### src/rtl/maxterm_extractor_pkg.sv
`default_nettype none
// ============================================================================
//  Module   : maxterm_extractor_pkg
//  Purpose  : Shared state encoding and sizing constants for the maxterm
//             extractor and its row sequencer.
//  Revision : 1.0  initial release
// ============================================================================
package maxterm_extractor_pkg;

    localparam int NUM_VARS = 4;
    localparam int NUM_ROWS = 16;
    localparam int SETTLE_W = 2;

    typedef enum logic [1:0] {
        IDLE  = 2'd0,
        DRIVE = 2'd1,
        DONE  = 2'd2
    } state_t;

endpackage
`default_nettype wire

### src/rtl/maxterm_extractor_if.sv
`default_nettype none
// ============================================================================
//  Module   : maxterm_extractor_if
//  Purpose  : Control, truth-table probe and result bundle of the maxterm
//             extractor. The slave side is the extractor itself.
//  Revision : 1.0  initial release
// ============================================================================
interface maxterm_extractor_if;
    import maxterm_extractor_pkg::*;

    logic                start;
    logic [SETTLE_W-1:0] settle;
    logic                X;
    logic                Y;
    logic                W;
    logic                Z;
    logic                s_a;
    logic                s_b;
    logic                busy;
    logic                done;
    logic [NUM_ROWS-1:0] maxterms;
    logic [NUM_ROWS-1:0] mismatch;
    logic [4:0]          zero_count;
    logic                equal;

    modport master (
        output start, settle, s_a, s_b,
        input  X, Y, W, Z, busy, done, maxterms, mismatch, zero_count, equal
    );

    modport slave (
        input  start, settle, s_a, s_b,
        output X, Y, W, Z, busy, done, maxterms, mismatch, zero_count, equal
    );
endinterface
`default_nettype wire

### src/rtl/maxterm_extractor_row_sequencer.sv
`default_nettype none
// ============================================================================
//  Module   : row_sequencer
//  Purpose  : Owns the row index and the per-row settle countdown. Raises
//             sample_en on the last cycle of each row; holds at row 15 after
//             the final sample so the index never wraps.
//  Revision : 1.0  initial release
// ============================================================================
module row_sequencer
    import maxterm_extractor_pkg::*;
(
    input  wire logic                clk,
    input  wire logic                reset,
    input  wire logic                load,
    input  wire logic                enable,
    input  wire logic [SETTLE_W-1:0] settle,
    output logic [NUM_VARS-1:0]      row,
    output logic                     sample_en,
    output logic                     last_row
);

    logic [NUM_VARS-1:0] r_row;
    logic [SETTLE_W-1:0] r_wait;
    logic [SETTLE_W-1:0] r_settle;

    assign row       = r_row;
    assign sample_en = enable && (r_wait == '0);
    assign last_row  = (r_row == NUM_VARS'(NUM_ROWS - 1));

    // Row/wait advance: load restarts at row 0, each row lasts settle+1 cycles
    always_ff @(posedge clk) begin
        if (reset) begin
            r_row    <= '0;
            r_wait   <= '0;
            r_settle <= '0;
        end else if (load) begin
            r_row    <= '0;
            r_wait   <= settle;
            r_settle <= settle;
        end else if (enable) begin
            if (r_wait != '0) begin
                r_wait <= r_wait - SETTLE_W'(1);
            end else if (!last_row) begin
                r_row  <= r_row + NUM_VARS'(1);
                r_wait <= r_settle;
            end
        end
    end

endmodule
`default_nettype wire

### src/rtl/maxterm_extractor.sv
`default_nettype none
// ============================================================================
//  Module   : maxterm_extractor
//  Purpose  : Walks all 16 rows of a 4-input function, records the rows where
//             function A is 0 (maxterms) and where A differs from reference B.
//  Revision : 1.0  initial release
// ============================================================================
module maxterm_extractor
    import maxterm_extractor_pkg::*;
(
    input  wire logic          clk,
    input  wire logic          reset,
    maxterm_extractor_if.slave bus
);

    state_t              r_state;
    logic                r_busy;
    logic                r_done;
    logic                r_valid;
    logic [NUM_ROWS-1:0] r_maxterms;
    logic [NUM_ROWS-1:0] r_mismatch;
    logic [4:0]          r_zero_count;

    logic                w_load;
    logic                w_enable;
    logic [NUM_VARS-1:0] w_row;
    logic                w_sample_en;
    logic                w_last_row;

    assign w_load   = (r_state == IDLE) && bus.start;
    assign w_enable = (r_state == DRIVE);

    row_sequencer u_row_sequencer (
        .clk       (clk),
        .reset     (reset),
        .load      (w_load),
        .enable    (w_enable),
        .settle    (bus.settle),
        .row       (w_row),
        .sample_en (w_sample_en),
        .last_row  (w_last_row)
    );

    // Scan control FSM plus result capture; results cleared on every accepted start
    always_ff @(posedge clk) begin
        if (reset) begin
            r_state      <= IDLE;
            r_busy       <= 1'b0;
            r_done       <= 1'b0;
            r_valid      <= 1'b0;
            r_maxterms   <= '0;
            r_mismatch   <= '0;
            r_zero_count <= '0;
        end else begin
            case (r_state)
                IDLE: begin
                    r_done <= 1'b0;
                    if (bus.start) begin
                        r_state      <= DRIVE;
                        r_busy       <= 1'b1;
                        r_valid      <= 1'b0;
                        r_maxterms   <= '0;
                        r_mismatch   <= '0;
                        r_zero_count <= '0;
                    end
                end
                DRIVE: begin
                    if (w_sample_en) begin
                        r_maxterms[w_row] <= ~bus.s_a;
                        r_mismatch[w_row] <= bus.s_a ^ bus.s_b;
                        if (!bus.s_a) begin
                            r_zero_count <= r_zero_count + 5'd1;
                        end
                        if (w_last_row) begin
                            r_state <= DONE;
                            r_done  <= 1'b1;
                            r_valid <= 1'b1;
                        end
                    end
                end
                DONE: begin
                    r_state <= IDLE;
                    r_done  <= 1'b0;
                    r_busy  <= 1'b0;
                end
                default: begin
                    r_state <= IDLE;
                    r_done  <= 1'b0;
                    r_busy  <= 1'b0;
                end
            endcase
        end
    end

    // Row lines are only driven while scanning; parked at 0 otherwise
    assign {bus.X, bus.Y, bus.W, bus.Z} = (r_state == DRIVE) ? w_row : '0;

    assign bus.busy       = r_busy;
    assign bus.done       = r_done;
    assign bus.maxterms   = r_maxterms;
    assign bus.mismatch   = r_mismatch;
    assign bus.zero_count = r_zero_count;
    assign bus.equal      = r_valid && (r_mismatch == '0);

endmodule
`default_nettype wire

### src/flat_wrapper.sv
// flat-port wrapper written by rule: the top's interface ports become plain ports
module maxterm_extractor_flat import maxterm_extractor_pkg::*;
  (clk, reset, bus_start, bus_settle, bus_s_a, bus_s_b, bus_X, bus_Y, bus_W, bus_Z, bus_busy, bus_done, bus_maxterms, bus_mismatch, bus_zero_count, bus_equal);
  maxterm_extractor_if bus_i ();
  input  wire logic clk;
  input  wire logic reset;
  input wire logic [$bits(bus_i.start)-1:0] bus_start;
  input wire logic [$bits(bus_i.settle)-1:0] bus_settle;
  input wire logic [$bits(bus_i.s_a)-1:0] bus_s_a;
  input wire logic [$bits(bus_i.s_b)-1:0] bus_s_b;
  output wire logic [$bits(bus_i.X)-1:0] bus_X;
  output wire logic [$bits(bus_i.Y)-1:0] bus_Y;
  output wire logic [$bits(bus_i.W)-1:0] bus_W;
  output wire logic [$bits(bus_i.Z)-1:0] bus_Z;
  output wire logic [$bits(bus_i.busy)-1:0] bus_busy;
  output wire logic [$bits(bus_i.done)-1:0] bus_done;
  output wire logic [$bits(bus_i.maxterms)-1:0] bus_maxterms;
  output wire logic [$bits(bus_i.mismatch)-1:0] bus_mismatch;
  output wire logic [$bits(bus_i.zero_count)-1:0] bus_zero_count;
  output wire logic [$bits(bus_i.equal)-1:0] bus_equal;
  assign bus_i.start = bus_start;
  assign bus_i.settle = bus_settle;
  assign bus_i.s_a = bus_s_a;
  assign bus_i.s_b = bus_s_b;
  assign bus_X = bus_i.X;
  assign bus_Y = bus_i.Y;
  assign bus_W = bus_i.W;
  assign bus_Z = bus_i.Z;
  assign bus_busy = bus_i.busy;
  assign bus_done = bus_i.done;
  assign bus_maxterms = bus_i.maxterms;
  assign bus_mismatch = bus_i.mismatch;
  assign bus_zero_count = bus_i.zero_count;
  assign bus_equal = bus_i.equal;
  maxterm_extractor u_core (.clk(clk), .reset(reset), .bus(bus_i));
endmodule
### config.mk
export PLATFORM = sky130hd
export DESIGN_NAME = maxterm_extractor_flat
export DESIGN_NICKNAME = d
export VERILOG_FILES = /design/src/rtl/maxterm_extractor_pkg.sv /design/src/rtl/maxterm_extractor_if.sv /design/src/rtl/maxterm_extractor_row_sequencer.sv /design/src/rtl/maxterm_extractor.sv /design/src/flat_wrapper.sv
export SDC_FILE = /design/constraint.sdc
export NUM_CORES = 1
export LEC_CHECK = 0
export BUFFER_PORTS_ARGS = -buffer_cell sky130_fd_sc_hd__buf_2
export CAP_MARGIN = 40
export CORE_MARGIN = 2
export CORE_UTILIZATION = 30
export DETAILED_ROUTE_END_ITERATION = 8
export GPL_ROUTABILITY_DRIVEN = 1
export PLACE_DENSITY = 0.55
export SLEW_MARGIN = 30
export SYNTH_ARGS = -nofsm -noshare
export SYNTH_HDL_FRONTEND = slang
export SYNTH_SLANG_ARGS = --single-unit
### constraint.sdc
create_clock -name clk -period 2 [get_ports clk]
set_clock_uncertainty 0.1 [all_clocks]
set_input_delay 0.2 -clock clk [delete_from_list [all_inputs] [get_ports clk]]
set_output_delay 0.2 -clock clk [all_outputs]
set_load 0.01 [all_outputs]
# [Yosys cells after proc, flatten, opt, wreduce, memory -nomap -nowiden]
# Cells that the tools add are included.
[word_totals] register_bits=50 latch_bits=0 ram_bits=0 mem_bits_ro=0 inputBits=7 elab_cells=75 n_memories=0
[classes] n_addsub=3 n_mul=0 n_div=0 order_cmp=2 eq_ne=7 n_shift=0 n_mux=28 bitwise_logic=5 n_reduce_logical=20
[op_table] op="$pmux 16 s2" n=2
[op_table] op="$mux 16" n=3
[op_table] op="$bwmux 16" n=2
[op_table] op="$logic_not 16->1" n=1
[op_table] op="$mux 5" n=3
[op_table] op="$mux 2" n=7
[op_table] op="$pmux 5 s2" n=1
[op_table] op="$reduce_and 3->1" n=3
[op_table] op="$reduce_and 4->1" n=2
[op_table] op="$reduce_and 2->1" n=3
[op_table] op="$reduce_bool 2->1" n=3
[op_table] op="$add 5x1->5 const B" n=1
[op_table] op="$lt 4x5->1 const B" n=1
[op_table] op="$mux 1" n=5
[op_table] op="$add 4x1->4 const B" n=1
[op_table] op="$demux 1 s4" n=1
[op_table] op="$eq 4x4->1 const B" n=1
[op_table] op="$ge 4x1->1 const B" n=1
[op_table] op="$logic_and 1x1->1" n=4
[op_table] op="$logic_not 2->1" n=2
[op_table] op="$mux 4" n=1
[op_table] op="$ne 2x1->1 const B" n=2
[op_table] op="$ne 2x2->1 const B" n=2
[op_table] op="$not 1->1" n=4
[op_table] op="other kinds (7)" n=9

# [Logic depth before layout (Yosys ltp)]
[depth] ltp_word=7 ltp_mapped=6 depth_no_buf=5

# [Modules after synthesis]
# Synthesis repeated with hierarchy kept, for this count alone.
[unflattened] hier_cells=287 area_unflattened_um2=2478.6
[modules_own_cells] module="maxterm_extractor" instances=1 cells_per_inst=243 area_per_inst_um2=2103.3 seq_area_each_um2=840.8
[modules_own_cells] module="row_sequencer" instances=1 cells_per_inst=44 area_per_inst_um2=375.4 seq_area_each_um2=160.2

# [Least setup slack after synthesis]
# Ideal clock, no wire load.
[synth_timing] path_kind="register -> register" from="reg u_core.r_state[1]" to="reg u_core.r_valid" t_arrival_ps=1473 required_time_ps=1772 slack_ps=299 path_stages_with_launch=7 path_buffers=3 synth_period_minus_slack_ps=1701 path_cell_list="dfxtp_1 > buf_2 > or3b_2 > clkbuf_1 > buf_2 > a22oi_1 > nor2_1"
[synth_between] elab_chain_cells=4 word_cells_on_any_way=9 classes_between="4 x eq/ne; 1 x mux; 4 x reduce/logical"
[synth_lines] element="from (decl)" line_no="maxterm_extractor.sv:16" rtl="state_t r_state;"
[synth_lines] element="from (signal assigned)" line_no="maxterm_extractor.sv:47" rtl="r_state <= IDLE;"
[synth_lines] element="from (signal assigned)" line_no="maxterm_extractor.sv:59" rtl="r_state <= DRIVE;"
[synth_lines] element="from (signal assigned)" line_no="maxterm_extractor.sv:75" rtl="r_state <= DONE;"
[synth_lines] element="$eq 2x1->1" line_no="maxterm_extractor.sv:31, maxterm_extractor.sv:55"
[synth_lines] element="$logic_and 1x1->1" line_no="maxterm_extractor_row_sequencer.sv:27" rtl="assign sample_en = enable && (r_wait == '0);"
[synth_lines] element="$ne 2x1->1 (no line)"
[synth_lines] element="$reduce_and 4->1 (no line)"
[synth_lines] element="to (signal assigned)" line_no="maxterm_extractor.sv:50" rtl="r_valid <= 1'b0;"
[synth_lines] element="to (signal assigned)" line_no="maxterm_extractor.sv:61" rtl="r_valid <= 1'b0;"
[synth_lines] element="to (signal assigned)" line_no="maxterm_extractor.sv:77" rtl="r_valid <= 1'b1;"
[synth_lines] element="to (decl)" line_no="maxterm_extractor.sv:19" rtl="logic r_valid;"
# Several ways; a longest one is shown, not always the timed one.
# A chain may end at the register's enable or synchronous reset.

# [Worst setup path after layout]
[layout_timing] from="reg u_core.r_state[0]" to="out bus_Y"
[layout_between] elab_chain_cells=2
[layout_lines] element="$eq 2x1->1" line_no="maxterm_extractor.sv:96" rtl="assign {bus.X, bus.Y, bus.W, bus.Z} = (r_state == DRIVE) ? w_row : '0;"
[layout_lines] element="$mux 4" line_no="maxterm_extractor.sv:96"
[layout_lines] element="to (decl)" line_no="flat_wrapper.sv:12" rtl="output wire logic [$bits(bus_i.Y)-1:0] bus_Y;"
# No other way between the ends.

==> metrics.md <==
| Metric | Value |
|---|---|
| Outcome | `completed` |
| Number of port buffers | `50` |
| Worst min path class | `in -> reg` |
| Setup crit start | `u_core.r_state[0]` |
| CTS Root Cell | `clkbuf_8` |
| Sequential area share after synthesis | `a little over two fifths` |
| CTS tree | `built` |
| Final Max Tran Viols | `0` |
| Hold Vio Cnt, Final | `0` |
| Achievable frequency | `about 540 MHz` |
| Worst-path maximum fanout | `7` |
| WP data arrival | `~1600 ps` |
| Max-cap violations | `0` |
| I/O pin count | `between 50 and 60` |
| Avg WL per Cell | `between 15 and 20 um` |
| Number of nets with antenna violations after routing | `0` |
| Setup TNS | `0 ps` |
| Via Count | `a little over 2000` |
| Clock Power Share | `37.7%` |
| Share of post-route cells with drive strength above 1 | `~28%` |
| RSZ-0062 raised after global routing | `false` |
| Critical Path Start Type | `flip-flop` |
| FF-to-FF path depth | `4` |
| P&R area growth vs syn | `22.2%` |
| Synth Register Bits | `50` |
| Largest net degree at the start of global routing | `26` |
| CP max stage delay | `480 ps` |
| Clk_lat worst skew | `slightly above 300 ps` |
| Die area | `between 0.008 and 0.009 sq mm` |
| EDFF count, synth | `0` |
| Clock buffer count from CTS | `5` |
| Primary FF master, synth | `dfxtp_1` |
| Placer Congestion | `0.812` |
| Die height | `roughly 92 um` |
| Comb power frac | `approximately a tenth` |
| DRC viols | `0` |
| Asr flop ratio synth | `0%` |
| PwrDens | `approximately 690 mW/mm^2` |
| First-pass GRT wire length | `~10000 um` |
| Endpoint type of the worst setup path | `output port` |
| Post-Syn Nets | `260` |
| Net Sw Frac | `between 20% and 30%` |
| Initial antenna violation count | `0` |
| Yosys warning count | `0` |
| Pwr Total | `about 2000 uW` |
| Die X-Extent | `92.1 um` |
| Leak pwr | `between 0.001 and 0.0015 uW` |
| CTS max path bufs | `2` |
| DP HPWL | `roughly 4500 um` |
| # clock sinks | `50` |
| Rel. slew slack | `between 60 and 70%` |
| Postcts setup bufs | `0` |
| Final period utilization | `between 90% and 100%` |
| Diodes inserted | `0` |
| Resized Gates After CTS | `0` |
| Vias in the first global route | `between 1500 and 2000` |
| Seq pwr share | `around 53%` |
| Syn Inst Count | `248` |
| # setup viols final | `0` |
| Crit-path cells | `buf_4 -> nor2b_2 -> and2_1 -> buf_2` |
| P_sw | `between 500 and 600 uW` |
| Initial DRT Pass Iterations | `4` |
| Area of the multi-input gates | `about 0.0012 sq mm` |
| Core area | `around 0.0076 sq mm` |
| First DRT Iteration DRCs | `roughly 120` |
| CP max stage cell | `dfxtp_1` |
| Mean post-synth cell area | `roughly 9.4 sq um` |
| Number of fill cells | `between 800 and 900` |
| Total grt overflow | `0` |
| Reg-to-Reg Start | `u_core.r_state[0]` |
| Fin crit period | `1860 ps` |
| Worst Max-Slew Pin Slew | `roughly 550 ps` |
| Worst hold start | `bus_settle[0]` |
| H-tree depth | `2` |
| Number of unique standard cell types used by synthesis | `46` |
| Vias per cell | `slightly above 5` |
| Clk slew on worst S/H paths | `about 90 ps` |
| Mapped cell area | `roughly 0.0023 sq mm` |
| Hold Path Depth | `3` |
| Total area of sequential cells | `0.00100 sq mm` |
| Internal power | `1450 uW` |
| Crit Path Category | `reg -> out` |
| Initial Util | `a little under a third` |
| Hold_buf cts | `0` |
| Worst EP required | `around 1700 ps` |
| Final wirelength | `6150 um` |
| Nets | `roughly 310` |
| GRT Total Usage | `14.8%` |
| Row cnt | `32` |
| Peak supply drop | `0.257 mV` |
power groups by stage:
stage | logic (uW) | registers, uW | clock network, uW
final | 192 | 1030 | 737
after global routing | 213 | 1030 | 787
after CTS | 192 | 1030 | 753
after detailed placement | 191 | 1050 | 0
after global placement | 189 | 1050 | 0
after floorplan | 128 | 1050 | 0
Yosys cell counts, types with 2 or more instances:
library cell,number,share of area [%]
nor4_1,5,1.3
ha_1,5,2.7
dfxtp_1,50,43
or2_2,2,0.54
a21oi_1,12,2.6
a211oi_1,3,0.97
mux2i_1,14,6.0
and2_1,11,3.0
o21ai_0,5,1.1
a221o_1,2,0.86
nor3_2,3,1.3
a32o_1,14,6.0
o211ai_1,17,5.5
o31ai_1,3,0.97
nand3_1,22,4.7
clkbuf_1,11,1.8
nor2b_1,3,0.81
inv_1,9,1.5
or3_1,2,0.54
nor3b_1,2,0.65
nor2_1,11,1.8
buf_2,9,1.9
o221ai_1,2,0.75
nand2_1,7,1.1
a31oi_1,2,0.54
o2111ai_1,2,0.75
cell type report:
| type | instances | share of cell area (%) |
|---|---|---|
| clock buffers | 5 | 2.42 |
| inverters | 10 | 1.32 |
| multi-input cells | 167 | 42.7 |
| well taps | 102 | 4.49 |
| flip-flops and latches | 50 | 35.2 |
| repair buffers | 63 | 12.2 |
| clock inverters | 3 | 1.58 |
layout by cell type (no fill, tap or decap), types with 7 or more instances in the layout:
cell type	netlist	routed
a21oi_1	12	12
a32o_1	14	14
nor2_1	11	11
o211ai_1	17	17
buf_2	9	50
buf_4	0	13
nand2_1	7	7
dfxtp_1	50	50
inv_1	9	9
nand3_1	22	22
and2_1	11	11
mux2i_1	14	14
worst max-delay path, delay by kind of cell, from the launching register on:
family	cells	cell delay [ps]
buffers and inverters	2	330
flip-flops	1	480
AND/OR/NAND/NOR	2	440
worst paths after layout:
kind                                                            to  slack [ps]
worst max-delay path                                         bus_Y         140
worst max register to register       u_core.u_row_sequencer.row[3]         170
worst min-delay path            u_core.u_row_sequencer.r_settle[0]          50
worst min register to register  u_core.u_row_sequencer.r_settle[0]         360
cell families after synthesis:
kind of cell | Yosys count | synth area share [%]
and+or+nand+nor | 79 | 20.2
xor gates and xnor gates | 1 | 0.377
buffers and inverters | 31 | 5.49
adders and majority gates | 5 | 2.69
DFF | 50 | 43.0
AOI/OAI and AO/OA | 68 | 22.2
muxes | 14 | 6.02
registers in the layout, summed over array words and instances (netlist names):
name / flops
u_core.u_row_sequencer.r_wait: 2
u_core.r_valid: 1
u_core.bus.zero_count: 5
u_core.bus.maxterms: 16
u_core.u_row_sequencer.r_settle: 2
u_core.bus.done: 1
u_core.bus.busy: 1
u_core.bus.mismatch: 16
u_core.r_state: 2
u_core.u_row_sequencer.row: 4
routing by layer:
metal | share of wire (%) | global-route usage (%) | up-vias
li1 | - | - | 1034
met1 | 50 | 20.2 | 962
met2 | 45 | 23.0 | 32
met3 | 3.3 | 2.96 | 10
met4 | 1.9 | 5.72 | 0
met5 | 0 | 0 | -
through the flow:
stage | cell area, sq um | worst slack (ps) | utilization [%] | hold slack, ps | instances
CTS | 2830 | 21.4 | 37.3 | 45.5 | 400
global route | 2840 | 6.02 | 37.4 | 67.0 | 400
detailed placement | 2720 | 197 | 35.8 | 350 | 392
finish | 2840 | 142 | 37.4 | 49.5 | 400
floorplan | 2330 | 299 | - | 236 | 248
global placement | 2710 | 156 | 35.7 | 341 | 391
Power figures use the tool's default switching activity.
